### config.mk
export PLATFORM = sky130hd
export DESIGN_NAME = pkt_bufid_dispatch_flat
export DESIGN_NICKNAME = d
export VERILOG_FILES = /design/src/rtl/pkt_bufid_dispatch_pkg.sv /design/src/rtl/pkt_bufid_dispatch_if.sv /design/src/rtl/pkt_bufid_dispatch_arb.sv /design/src/rtl/pkt_bufid_dispatch.sv /design/src/flat_wrapper.sv
export SDC_FILE = /design/constraint.sdc
export NUM_CORES = 1
export LEC_CHECK = 0
export ABC_CLOCK_PERIOD_IN_PS = 1420
export BUFFER_PORTS_ARGS = -buffer_cell sky130_fd_sc_hd__buf_2
export CAP_MARGIN = 20
export CORE_MARGIN = 3
export CORE_UTILIZATION = 45
export DETAILED_ROUTE_END_ITERATION = 10
export HOLD_SLACK_MARGIN = 0.02
export PLACE_DENSITY_LB_ADDON = 0.15
export SLEW_MARGIN = 20
export SYNTH_ARGS = -nofsm -noshare
export SYNTH_HDL_FRONTEND = slang
export SYNTH_SLANG_ARGS = --single-unit
export TNS_END_PERCENT = 5
### constraint.sdc
create_clock -name clk_sys -period 1.42 [get_ports clk_sys]
set_clock_uncertainty 0.1 [all_clocks]
set_input_delay 0.142 -clock clk_sys [delete_from_list [all_inputs] [get_ports clk_sys]]
set_output_delay 0.142 -clock clk_sys [all_outputs]
set_load 0.005 [all_outputs]
### src/rtl/pkt_bufid_dispatch_pkg.sv
// tsn_bufid_pkg: shared widths and dispatcher FSM state encoding
package tsn_bufid_pkg;
   localparam int BUFID_W    = 9;
   localparam int FIFO_CNT_W = 9;
   typedef enum logic [1:0] {IDLE = 2'd0, FETCH = 2'd1, LOAD = 2'd2} state_t;
endpackage

### src/rtl/pkt_bufid_dispatch_if.sv
// pkt_bufid_dispatch_if: free-FIFO and per-port bufid handshake bundle; BUFID_RESERVE_EN adds reserve-threshold signals
interface pkt_bufid_dispatch_if;
   import tsn_bufid_pkg::*;
   logic               i_dispatch_en;
   logic               o_free_bufid_rd;
   logic [BUFID_W-1:0] iv_free_bufid;
   logic               i_free_bufid_fifo_empty;
`ifdef BUFID_RESERVE_EN
   logic [FIFO_CNT_W-1:0] iv_free_bufid_fifo_rdusedw;
   logic [FIFO_CNT_W-1:0] iv_reserve_threshold;
`endif
   logic               o_pkt_bufid_wr_p0;
   logic               o_pkt_bufid_wr_p1;
   logic [BUFID_W-1:0] ov_pkt_bufid_p0;
   logic [BUFID_W-1:0] ov_pkt_bufid_p1;
   logic               i_pkt_bufid_ack_p0;
   logic               i_pkt_bufid_ack_p1;
   logic [1:0]         ov_dispatch_state;
   logic               o_spurious_ack_pulse;
   modport master (
      input  i_dispatch_en, iv_free_bufid, i_free_bufid_fifo_empty,
`ifdef BUFID_RESERVE_EN
      input  iv_free_bufid_fifo_rdusedw, iv_reserve_threshold,
`endif
      input  i_pkt_bufid_ack_p0, i_pkt_bufid_ack_p1,
      output o_free_bufid_rd, o_pkt_bufid_wr_p0, o_pkt_bufid_wr_p1,
      output ov_pkt_bufid_p0, ov_pkt_bufid_p1, ov_dispatch_state, o_spurious_ack_pulse
   );
   modport slave (
      output i_dispatch_en, iv_free_bufid, i_free_bufid_fifo_empty,
`ifdef BUFID_RESERVE_EN
      output iv_free_bufid_fifo_rdusedw, iv_reserve_threshold,
`endif
      output i_pkt_bufid_ack_p0, i_pkt_bufid_ack_p1,
      input  o_free_bufid_rd, o_pkt_bufid_wr_p0, o_pkt_bufid_wr_p1,
      input  ov_pkt_bufid_p0, ov_pkt_bufid_p1, ov_dispatch_state, o_spurious_ack_pulse
   );
endinterface

### src/rtl/pkt_bufid_dispatch_arb.sv
// bufid_rr_arb2: two-requester round-robin arbiter; ptr holds the last granted port (reset 1 so p0 wins first)
module bufid_rr_arb2 (
   input  logic       clk_sys,
   input  logic       reset,
   input  logic [1:0] req,
   input  logic       grant_en,
   output logic [1:0] gnt,
   output logic       ptr
);
   // one-hot grant, alternating away from the last winner on contention
   always_comb gnt = !grant_en ? 2'b00 : (req == 2'b11) ? (ptr ? 2'b01 : 2'b10) : req;
   // remember who won most recently
   always_ff @(posedge clk_sys or posedge reset)
      if (reset) ptr <= 1'b1;
      else if (|gnt) ptr <= gnt[1];
endmodule

### src/rtl/pkt_bufid_dispatch.sv
// pkt_bufid_dispatch: prefetches one free bufid per receive port from a shared FIFO; optional macro BUFID_RESERVE_EN
module pkt_bufid_dispatch
   import tsn_bufid_pkg::*;
(
   input logic clk_sys,
   input logic reset,
   pkt_bufid_dispatch_if.master bus
);
   state_t             state, state_nxt;
   logic [1:0]         valid, need, gnt, ack, load;
   logic [BUFID_W-1:0] bufid [2];
   logic               tgt, spur;
   assign ack = {bus.i_pkt_bufid_ack_p1, bus.i_pkt_bufid_ack_p0};
`ifdef BUFID_RESERVE_EN
   assign need = ~valid & {!(bus.iv_free_bufid_fifo_rdusedw <= bus.iv_reserve_threshold), 1'b1};
`else
   assign need = ~valid;
`endif
   // tgt is the arbiter's last winner; it cannot change again until the FSM returns to IDLE
   bufid_rr_arb2 u_arb (
      .clk_sys  (clk_sys),
      .reset    (reset),
      .req      (need),
      .grant_en (state == IDLE && bus.i_dispatch_en && !bus.i_free_bufid_fifo_empty),
      .gnt      (gnt),
      .ptr      (tgt)
   );
   assign load = (state == LOAD) ? {tgt, !tgt} : 2'b00;
   // state register
   always_ff @(posedge clk_sys or posedge reset)
      if (reset) state <= IDLE;
      else state <= state_nxt;
   // IDLE waits for a grant, then one read cycle and one load cycle
   always_comb begin
      state_nxt = IDLE;
      state_nxt = (state == IDLE) ? (|gnt ? FETCH : IDLE) : (state == FETCH) ? LOAD : IDLE;
   end
   // slots: load sets valid, honoured ack clears it; acks to empty slots flag a spurious pulse
   always_ff @(posedge clk_sys or posedge reset)
      if (reset) begin
         valid    <= 2'b00;
         bufid[0] <= '0;
         bufid[1] <= '0;
         spur     <= 1'b0;
      end else begin
         valid <= (valid & ~ack) | load;
         spur  <= |(ack & ~valid);
         if (load[0]) bufid[0] <= bus.iv_free_bufid;
         if (load[1]) bufid[1] <= bus.iv_free_bufid;
      end
   assign bus.o_free_bufid_rd      = (state == FETCH);
   assign bus.o_pkt_bufid_wr_p0    = valid[0];
   assign bus.o_pkt_bufid_wr_p1    = valid[1];
   assign bus.ov_pkt_bufid_p0      = bufid[0];
   assign bus.ov_pkt_bufid_p1      = bufid[1];
   assign bus.ov_dispatch_state    = state;
   assign bus.o_spurious_ack_pulse = spur;
endmodule

### src/flat_wrapper.sv
// flat-port wrapper written by rule: the top's interface ports become plain ports
module pkt_bufid_dispatch_flat import tsn_bufid_pkg::*;
  (clk_sys, reset, bus_i_dispatch_en, bus_iv_free_bufid, bus_i_free_bufid_fifo_empty, bus_i_pkt_bufid_ack_p0, bus_i_pkt_bufid_ack_p1, bus_o_free_bufid_rd, bus_o_pkt_bufid_wr_p0, bus_o_pkt_bufid_wr_p1, bus_ov_pkt_bufid_p0, bus_ov_pkt_bufid_p1, bus_ov_dispatch_state, bus_o_spurious_ack_pulse);
  pkt_bufid_dispatch_if bus_i ();
  input logic clk_sys;
  input logic reset;
  input wire logic [$bits(bus_i.i_dispatch_en)-1:0] bus_i_dispatch_en;
  input wire logic [$bits(bus_i.iv_free_bufid)-1:0] bus_iv_free_bufid;
  input wire logic [$bits(bus_i.i_free_bufid_fifo_empty)-1:0] bus_i_free_bufid_fifo_empty;
  input wire logic [$bits(bus_i.i_pkt_bufid_ack_p0)-1:0] bus_i_pkt_bufid_ack_p0;
  input wire logic [$bits(bus_i.i_pkt_bufid_ack_p1)-1:0] bus_i_pkt_bufid_ack_p1;
  output wire logic [$bits(bus_i.o_free_bufid_rd)-1:0] bus_o_free_bufid_rd;
  output wire logic [$bits(bus_i.o_pkt_bufid_wr_p0)-1:0] bus_o_pkt_bufid_wr_p0;
  output wire logic [$bits(bus_i.o_pkt_bufid_wr_p1)-1:0] bus_o_pkt_bufid_wr_p1;
  output wire logic [$bits(bus_i.ov_pkt_bufid_p0)-1:0] bus_ov_pkt_bufid_p0;
  output wire logic [$bits(bus_i.ov_pkt_bufid_p1)-1:0] bus_ov_pkt_bufid_p1;
  output wire logic [$bits(bus_i.ov_dispatch_state)-1:0] bus_ov_dispatch_state;
  output wire logic [$bits(bus_i.o_spurious_ack_pulse)-1:0] bus_o_spurious_ack_pulse;
  assign bus_i.i_dispatch_en = bus_i_dispatch_en;
  assign bus_i.iv_free_bufid = bus_iv_free_bufid;
  assign bus_i.i_free_bufid_fifo_empty = bus_i_free_bufid_fifo_empty;
  assign bus_i.i_pkt_bufid_ack_p0 = bus_i_pkt_bufid_ack_p0;
  assign bus_i.i_pkt_bufid_ack_p1 = bus_i_pkt_bufid_ack_p1;
  assign bus_o_free_bufid_rd = bus_i.o_free_bufid_rd;
  assign bus_o_pkt_bufid_wr_p0 = bus_i.o_pkt_bufid_wr_p0;
  assign bus_o_pkt_bufid_wr_p1 = bus_i.o_pkt_bufid_wr_p1;
  assign bus_ov_pkt_bufid_p0 = bus_i.ov_pkt_bufid_p0;
  assign bus_ov_pkt_bufid_p1 = bus_i.ov_pkt_bufid_p1;
  assign bus_ov_dispatch_state = bus_i.ov_dispatch_state;
  assign bus_o_spurious_ack_pulse = bus_i.o_spurious_ack_pulse;
  pkt_bufid_dispatch u_core (.clk_sys(clk_sys), .reset(reset), .bus(bus_i));
endmodule
# Word level (Yosys, flattened, before mapping)
# Cells that the tools add are included.
# word_totals
wordCells	28
in_bits	15
reg_bits	24
output_inout_bits	24
# classes
n_bitwise	5
n_eq_ne	3
mux	7
n_reduce_logical	7
# ops
cell	count
2-to-1 mux 2 bit	6
bitwise AND 2 bit	2
== test 2 bit, second input constant	2
inverter 2 bit	2
OR reduction 2 bit	2
== test 2 x 1 -> 1 bit, second input constant	1
logical AND 1 bit	2
zero test 1 bit	2
zero test 2 bit	1
OR 2 bit	1
2-to-1 mux 1 bit	1

# Logic depth before layout (Yosys ltp)
# logic_depth
depth_word	7
mapped_depth	3
depth_no_buf	3

# By module
# From an unflattened synthesis, not the netlist that was laid out.
# hier_totals
hier_cells	64
area_unflattened_um2	979.7
# modules_own_cells
module	area_each_um2	cells_per_inst	seq_area_each_um2	n_inst
pkt_bufid_dispatch	913.4	55	575.6	1
bufid_rr_arb2	66.3	9	26.3	1

# Least setup slack after synthesis
# No wires, ideal clock.
# synth_path
kind	reg2reg
start	register u_core.state[0] (netlist: u_core.bus.ov_dispatch_state[0])
end	register u_core.u_arb.ptr
path_buffers	0
stages_incl_launch_ff	4
slack_ps	109
synth_period_minus_slack_ps	1311
arrival_ps	1128
setup_ps	82
t_required_ps	1238
cell_sequence	dfrtp_1 or4b_4 o21ai_2 o31ai_2
# synth_via
elab_chain_cells	5
# synth_rtl
item	line	text
from (decl)	pkt_bufid_dispatch.sv:9	state_t state, state_nxt;
from (signal assigned)	pkt_bufid_dispatch.sv:32	else state <= state_nxt;
zero test 2 bit (*)	pkt_bufid_dispatch.sv:24	.grant_en (state == IDLE && bus.i_dispatch_en && !bus.i_free_bufid_fifo_empty),
logical AND 1 bit (*) (2 in a row)	pkt_bufid_dispatch.sv:24	
2-to-1 mux 2 bit (*)	pkt_bufid_dispatch_arb.sv:11	always_comb gnt = !grant_en ? 2'b00 : (req == 2'b11) ? (ptr ? 2'b01 : 2'b10) : req;
OR reduction 2 bit	pkt_bufid_dispatch_arb.sv:15	else if (|gnt) ptr <= gnt[1];
to (signal assigned)	pkt_bufid_dispatch_arb.sv:15	
to (decl)	pkt_bufid_dispatch_arb.sv:8	output logic ptr
# Every way passes the cells marked *; elsewhere a longest branch is shown, timed or not.
# A chain may end at the register's enable or synchronous reset.

# Worst setup path after layout
# layout_path
start	input bus_i_free_bufid_fifo_empty
end	register u_core.u_arb.ptr
# layout_via
elab_chain_cells	4
# layout_rtl
item	line	text
from (decl)	flat_wrapper.sv:9	input wire logic [$bits(bus_i.i_free_bufid_fifo_empty)-1:0] bus_i_free_bufid_fifo_empty;
zero test 1 bit (*)	pkt_bufid_dispatch.sv:24	
logical AND 1 bit (*)	pkt_bufid_dispatch.sv:24	
2-to-1 mux 2 bit (*)	pkt_bufid_dispatch_arb.sv:11	
OR reduction 2 bit	pkt_bufid_dispatch_arb.sv:15	
# Marked as above.

==> results.toml <==
[routing]
drcViolationCount = 0
vias = 661
final_antenna_net_count = 0
drtIter0Drc = 0
drt-total-wl_um = 1930
wl_per_cell_um = 13.8
via_per_inst = 4.72
drt-pass1-iter-count = 1

[grt]
grtUsageTotal_pct = 17.6
grt_pass1_wl_um = 3290
grt_pass1_vias = 709
grt_max_degree = 25
grt_antenna_before_repair = 0
overflow = 0

[sta]
worstMarginPinSlew_ns = 0.291
final.period_utilization_pct = 101
setup_violations = 1
rsz0062_at_grt = "yes"
fmax_ghz = 0.698
holdWs_ns = 0.0863
finalMaxSlewViolations = 0
hold_viol = 0
setup_ws_ns = -0.0118
relSlewSlack_pct = 80.6
period_needed_ns = 1.43

[clocking]
clkLatencyLatePin_ns = 0.30
root_buffer = "clkbuf_4"
numCtsBuffers = 3
clk_pin_slew_ns = 0.12
cts_max_level = 1
cts_tree = "yes"
ctsLongestPathBuffers = 2
clock_sinks = 24
post_cts_buffers = 0

[synthesis]
ys_seq_area_share_pct = 66.1
yosysWarningCount = 0
synth_cell_types = 16
syn-cell-area_um2 = 911
postSynthAreaPerCell_um2 = 16.0
ys_seq_elements = 24
postSynthCellCount = 57
syn_nets = 72
netlist_top_cells_area = "dfrtp_1 63%, mux2_2 22%, dfstp_2 2.9%, or4b_4 1.5%, o31ai_2 1.4%"
synth_top_cell_by_area = "dfrtp_1"
synth_top_area_share_pct = 63.2

[placed_design]
place_congestion = 0.734
portBuffers = 38
numPlacedInstances = 123
hpwl_um = 1360
dp_slack_ns = 0.0400

[worst_setup_path]
critPathKind = "in2reg"
cp-start-kind = "input pin"
end_kind = "flip-flop"
crit_required_ns = 1.56
critPathMaxFanout = 3
arrival_ns = 1.57

[final_layout]
fin_nets = 131
antennaDiodeCount = 0
drive_gt1_share_pct = 60.0
syn_to_final_growth_pct = 45.9
instances_no_fill = 140

[status]
outcome = "finished, violations left"
violations = "negative setup slack"

[power]
power_density_mw_per_mm2 = 1640
vdd_drop_max_mv = 1.16
p_total_mw = 2.18
p_leak_nw = 0.657

[run]
drv_cap = 0

[floorplan]
die_y_um = 51.0
die_width_um = 51.0
ios = 39
dieArea_mm2 = 0.00260
start_util_pct = 50.0
std_cell_rows = 15
core_mm2 = 0.00182

[hold_path]
worst_hold_path_type = "in2reg"
==> cells in the mapped netlist, drive strengths merged <==
master and instances:
dfrtp 23, mux2 18, inv 3, buf 2
o21ai 2, a21o 1, a21oi 1, dfstp 1
nand3b 1, nor2b 1, nor3b 1, o2bb2ai 1
o31ai 1, or4b 1
==> flip-flops by register name (all words and copies together), names as in the netlist <==
name / flops
u_core.bus.ov_dispatch_state: 2
u_core.bus.ov_pkt_bufid_p0: 9
u_core.valid: 2
u_core.bus.ov_pkt_bufid_p1: 9
u_core.bus.o_spurious_ack_pulse: 1
u_core.u_arb.ptr: 1
==> layer usage <==
metal  global-route usage (%)  up-vias  share of wire, %
li1                         -      313                 -
met1                     20.4      323                42
met2                     30.7       23                52
met3                     2.92        2               4.8
met4                     9.42        0               1.2
met5                        0        -                 0
==> critical path, cell delays in order <==
cell	delay (ns)
dlygate4sd3_1	0.54
buf_2	0.12
or4b_4	0.55
o21ai_2	0.14
o31ai_2	0.07
==> where the power goes <==
group          switching [mW]  leakage (nW)  internal (mW)
Clock                   0.192        0.0150          0.109
Combinational           0.263         0.355          0.464
Sequential              0.171         0.287          0.982
Total                   0.625         0.657           1.55
==> cell type report <==
class | count | area [µm²]
tap | 25 | 31.3
sequential | 24 | 602
inverter | 3 | 11.3
clock buffer | 4 | 26.3
fill | 130 | 492
multi-input combinational | 28 | 297
timing repair buffer | 56 | 362
==> metrics by stage <==
stage	TNS (ns)	utilization, %	area (µm²)
floorplan	0	-	911
global placement	0	63.8	1160
detailed placement	0	63.8	1160
CTS	0	71.9	1310
global route	-0.130	73.0	1330
finish	-0.0118	73.0	1330
==> final timing paths <==
check / cells past startpoint / startpoint / slack (ns) / endpoint
min in group asynchronous: 4 / reset / 0.30 / u_core.bus.ov_pkt_bufid_p1[1]
max in group asynchronous: 4 / reset / 0.63 / u_core.u_arb.ptr
hold reg to reg: 1 / u_core.valid[1] / 0.40 / u_core.u_arb.ptr
hold / removal: 3 / bus_i_dispatch_en / 0.09 / u_core.u_arb.ptr
setup / recovery: 5 / bus_i_free_bufid_fifo_empty / -0.01 / u_core.u_arb.ptr
setup reg to reg: 3 / u_core.u_arb.ptr / 0.01 / u_core.bus.ov_pkt_bufid_p1[2]
==> repair_timing <==
item / 4_1_cts / 5_1_grt
hold buffers: 12 / 1
endpoints found under the hold margin: 45 / 2
endpoints found under the setup margin: 0 / 8
gates resized for setup: 0 / 2
==> placed cells by master, fill, tap and decap left out <==
master,instances
a21o_1,1
clkbuf_1,1
mux2_2,18
clkbuf_4,3
dfrtp_1,23
nor3b_4,1
buf_2,38
o31ai_2,1
o21ai_0,1
dlygate4sd3_1,13
o21ai_2,1
o2bb2ai_1,1
inv_1,3
dfstp_2,1
nand3b_1,1
buf_6,1
a21oi_1,1
nor2b_1,1
buf_4,4
or4b_4,1
==> cells by family (layout without fill, tap and decap cells) <==
logic type,after synthesis,after routing,synth area share [%]
AOI/OAI and AO/OA,6,6,5.22
muxes,18,18,22.3
and+or+nand+nor,4,4,3.85
buffers and inverters,5,63,2.61
DFF,24,24,66.1
No activity file was read; power rests on OpenSTA's default activity.
